### src/rtl/alu_operand_stage.sv
// ALU operand stage: selects A/B from packed sources, forwards EX/MEM writebacks,
// stalls on load-use hazards and registers the operand pair behind a valid/ready skid-free stage.
module alu_operand_stage #(
   parameter int                   DATA_W   = 16,
   parameter int                   NUM_SRC  = 4,
   parameter int                   SEL_W    = 2,
   parameter int                   REG_W    = 4,
   parameter int                   CNT_W    = 8,
   parameter logic [NUM_SRC-1:0]   FWD_MASK = 4'b1000
) (
   input  logic                      clk,
   input  logic                      rst,
   input  logic                      in_valid,
   output logic                      in_ready,
   input  logic [NUM_SRC*DATA_W-1:0] src_data,
   input  logic [SEL_W-1:0]          sel_a,
   input  logic [SEL_W-1:0]          sel_b,
   input  logic [REG_W-1:0]          idx_a,
   input  logic [REG_W-1:0]          idx_b,
   input  logic                      ex_wr_en,
   input  logic [REG_W-1:0]          ex_wr_idx,
   input  logic [DATA_W-1:0]         ex_wr_data,
   input  logic                      ex_is_load,
   input  logic                      mem_wr_en,
   input  logic [REG_W-1:0]          mem_wr_idx,
   input  logic [DATA_W-1:0]         mem_wr_data,
   input  logic                      flush,
   output logic                      out_valid,
   input  logic                      out_ready,
   output logic [DATA_W-1:0]         out_a,
   output logic [DATA_W-1:0]         out_b,
   output logic [CNT_W-1:0]          stall_cnt
);

   // Out-of-range selects fall through both loops: zero data, never forwardable.
   function automatic logic [DATA_W-1:0] raw_src(input logic [SEL_W-1:0] sel,
                                                 input logic [NUM_SRC*DATA_W-1:0] src);
      logic [DATA_W-1:0] r;
      r = '0;
      for (int i = 0; i < NUM_SRC; i++)
         if (int'(sel) == i) r = src[i*DATA_W +: DATA_W];
      return r;
   endfunction

   function automatic logic fwd_ok(input logic [SEL_W-1:0] sel);
      logic f;
      f = 1'b0;
      for (int i = 0; i < NUM_SRC; i++)
         if (int'(sel) == i) f = FWD_MASK[i];
      return f;
   endfunction

   logic              fwd_a, fwd_b, a_ex, b_ex, a_mem, b_mem;
   logic [DATA_W-1:0] opnd_a, opnd_b;
   logic              hazard, capture;

   logic              out_valid_d, out_valid_q;
   logic [DATA_W-1:0] out_a_d, out_a_q, out_b_d, out_b_q;
   logic [CNT_W-1:0]  stall_cnt_d, stall_cnt_q;

   always_comb begin
      fwd_a  = fwd_ok(sel_a);
      fwd_b  = fwd_ok(sel_b);
      a_ex   = fwd_a && ex_wr_en  && (ex_wr_idx  == idx_a);
      b_ex   = fwd_b && ex_wr_en  && (ex_wr_idx  == idx_b);
      a_mem  = fwd_a && mem_wr_en && (mem_wr_idx == idx_a);
      b_mem  = fwd_b && mem_wr_en && (mem_wr_idx == idx_b);
      opnd_a = a_ex ? ex_wr_data : (a_mem ? mem_wr_data : raw_src(sel_a, src_data));
      opnd_b = b_ex ? ex_wr_data : (b_mem ? mem_wr_data : raw_src(sel_b, src_data));
      // A load in EX has no data yet, so forwarding from it must wait a cycle.
      hazard   = in_valid && ex_is_load && (a_ex || b_ex);
      in_ready = (!out_valid_q || out_ready) && !hazard;
      capture  = in_valid && in_ready && !flush;
   end

   always_comb begin
      out_valid_d = out_valid_q;
      out_a_d     = out_a_q;
      out_b_d     = out_b_q;
      stall_cnt_d = stall_cnt_q;
      if (flush)          out_valid_d = 1'b0;
      else if (capture)   out_valid_d = 1'b1;
      else if (out_ready) out_valid_d = 1'b0;
      if (capture) begin
         out_a_d = opnd_a;
         out_b_d = opnd_b;
      end
      if (hazard && !(&stall_cnt_q)) stall_cnt_d = stall_cnt_q + 1'b1;
   end

   always_ff @(posedge clk or posedge rst) begin
      if (rst) begin
         out_valid_q <= 1'b0;
         out_a_q     <= '0;
         out_b_q     <= '0;
         stall_cnt_q <= '0;
      end else begin
         out_valid_q <= out_valid_d;
         out_a_q     <= out_a_d;
         out_b_q     <= out_b_d;
         stall_cnt_q <= stall_cnt_d;
      end
   end

   assign out_valid = out_valid_q;
   assign out_a     = out_a_q;
   assign out_b     = out_b_q;
   assign stall_cnt = stall_cnt_q;

endmodule

### config.mk
export PLATFORM = sky130hd
export DESIGN_NAME = alu_operand_stage
export DESIGN_NICKNAME = d
export VERILOG_FILES = /design/src/rtl/alu_operand_stage.sv
export SDC_FILE = /design/constraint.sdc
export NUM_CORES = 1
export LEC_CHECK = 0
export BUFFER_PORTS_ARGS = -buffer_cell sky130_fd_sc_hd__buf_4
export CAP_MARGIN = 10
export CORE_MARGIN = 1.5
export CORE_UTILIZATION = 30
export DETAILED_ROUTE_END_ITERATION = 10
export GPL_ROUTABILITY_DRIVEN = 1
export PLACE_DENSITY_LB_ADDON = 0.1
export SETUP_SLACK_MARGIN = 0.1
export SKIP_LAST_GASP = 1
export SYNTH_ARGS = -nofsm -noshare
export SYNTH_HDL_FRONTEND = slang
export SYNTH_SLANG_ARGS = --single-unit
### constraint.sdc
create_clock -name clk -period 3.45 [get_ports clk]
set_input_delay 0.1725 -clock clk [delete_from_list [all_inputs] [get_ports clk]]
set_output_delay 0.1725 -clock clk [all_outputs]
set_load 0.005 [all_outputs]
==> impl_metrics.toml <==
[run_status]
status = "complete, no violations"

[critical_path]
end_kind = "flop"
path_class = "in -> reg"
startpoint_type = "input pin"
arrival_ns = 2.22
worstPathRequired_ns = 3.61
regToRegEndpoint = "stall_cnt[1]$_DFFE_PP0P_"
reg2regPathDepth = 5
reg2reg_setup_slack_ns = 1.77
cp-startpoint = "sel_a[0]"
r2r_start = "stall_cnt[2]$_DFFE_PP0P_"
cp_max_fo = 18

[die]
num_rows = 39
fp.dieW_um = 111
die_h_um = 111
coreArea_um2 = 11400
dieArea_um2 = 12200
initial_core_util_pct = 30.6
ios = 166

[logic_synthesis]
synth.yosys.seq_area_share_pct = 29.5
netlist_top_cells_area = "dfrtp_1 30%, mux4_2 21%, o31ai_1 6.9%"
syn_area_um2 = 3480
yosys_most_used_dff = "dfrtp_1"
synth_top_family_by_area = "compound AO/OA/AOI/OAI gates"
yosysUniqueCellTypes = 35
async_reset_ff_share_pct = 100
synth_xor_xnor_area_share_pct = 5.29
syn_inst = 335
yosys-mux-area-fraction_pct = 21.4
synth_top_area_cell = "dfrtp_1"
synth_fa_ha_area_share_pct = 0.360
ys_warn_count = 0
yosysTopAreaCellShare_pct = 29.5
synth_compound_area_share_pct = 22.5
synth_fp_nets = 460
synth_enable_flop_cells = 0
synthSimpleGateAreaFrac_pct = 16.0
syn_avg_cell_area_um2 = 10.4
ys_ff_latch = 41

[clock_tree]
htree_num_levels = 2
clockBufferDepth = 2
post_cts_resized = 0
cts_buffers = 5
post-cts-setup-buffer-count = 0
cts_tree = "done"
cts_sinks = 41
cts-root-buf = "clkbuf_16"
ctsHoldBuffers = 0
clkLatencyLatePin_ns = 0.28
clkTransAtPathRegs_ns = 0.06

[sta]
hold_violations = 0
setup_viol = 0
fin_crit_ns = 2.06
post-route-worst-setup-slack_ns = 1.39
finalCritPeriodShare_pct = 59.8
fmax_mhz = 485
rsz0062_at_grt = "false"
worst_pin_slew_ns = 1.20
slew_viol_final = 0
setup_tns_ns = 0
clock_skew_ns = 0.00588
hold_ws_ns = 0.0177
max-slew-margin-rel_pct = 19.6

[global_routing]
grt_pass1_wl_mm = 19.6
grtUsageTotal_pct = 20.0
overflow = 0
grt_pass1_vias = 3551
antenna_found_initial = 0
grt_max_degree = 42

[routing]
wire_per_inst_um = 19.6
dr.pass1.iters = 5
drt-initial-drc-count = 257
drt-vias-per-instance = 5.60
drc = 0
num_vias = 3498
totalWireLength_mm = 12.2
final_antenna_net_count = 0

[finish]
drive_gt1_share_pct = 47.1
final_cell_mix = "171 x buf_4, 41 x dfrtp_1, 34 x nor2_1"
fill_cells = 1122
mostFrequentLayoutCell = "buf_4"
diodes = 0
fin_nets = 606
syn_to_final_growth_pct = 42.6

[placement]
pre_cts_slack_ns = 1.09
gp_congestion = 0.863
hpwl_mm = 9.32
port_buffers = 165

[power]
max-vdd-ir-drop_uv = 161
powerDensity_nw_per_um2 = 347
p_total_mw = 1.72
p_leak_nw = 2.10

[job]
maxCapViolations = 0

[hold_path]
hold_class = "in -> async"
## worst max-delay path: stages
cell      delay, ns
buf_4          0.28
nand2_1        0.13
or4b_1         0.94
a221oi_1       0.56
o31ai_1        0.13
## flip-flops by register name, indices dropped and copies added (netlist names)
name	cells
out_a	16
stall_cnt	8
out_b	16
out_valid	1
## area by class of cell
class	instances	area (um2)	area share (%)
multi-input combinational	260	2280	46.1
timing repair buffer	171	1280	25.9
sequential	41	1030	20.7
tap	143	179	3.61
clock buffer	6	139	2.80
clock inverter	2	37.5	0.757
inverter	2	7.51	0.151
## per-stage QoR
step                cell area, um2  util, %  instances
floorplan                     3480        -        335
global placement              4780     42.0        617
detailed placement            4780     42.0        617
CTS                           4960     43.6        625
global route                  4960     43.6        625
finish                        4960     43.6        625
## synth_stat cells, types with 2 or more instances
master,count
clkbuf_1,16
o21ai_0,32
and2_1,19
mux2_2,2
nand2_1,3
nand3_1,8
a221oi_2,10
dfrtp_1,41
o31ai_1,32
buf_6,3
buf_4,2
xnor2_1,17
nor2_1,34
nand3b_1,3
xor2_1,4
nand4_1,5
a221oi_1,22
mux4_2,32
buf_2,10
nand2b_1,19
and3_1,5
inv_1,2
or4b_1,2
## kinds of logic after synthesis
kind of cell | after synthesis
flops | 41
buf+inv | 34
compound gates | 101
fa+ha+maj | 1
mux | 34
xor+xnor | 21
simple gates | 103
## per-layer routing
metal	share of wire (%)	wire length [um]	global-route usage (%)
met1	45	5500	29.4
met2	46	5590	30.0
met3	8.3	1010	4.94
met4	1.2	146	3.68
met5	0	0	0
## how the worst max path moves through the flow
stage | end | slack (ns) | cells past startpoint
6_report | out_a[13]$_DFFE_PP0P_ | 1.39 | 5
5_1_grt | out_b[13]$_DFFE_PP0P_ | 1.21 | 6
4_1_cts | out_a[13]$_DFFE_PP0P_ | 1.38 | 5
3_5_place_dp | out_a[13]$_DFFE_PP0P_ | 1.09 | 5
3_3_place_gp | out_a[13]$_DFFE_PP0P_ | 1.08 | 5
2_1_floorplan | out_a[14]$_DFFE_PP0P_ | 1.77 | 7
## power breakdown
group | switching (mW) | internal (mW)
registers | 0.0487 | 0.554
logic | 0.234 | 0.330
clock network | 0.192 | 0.361
No activity file was read; power rests on OpenSTA's default activity.
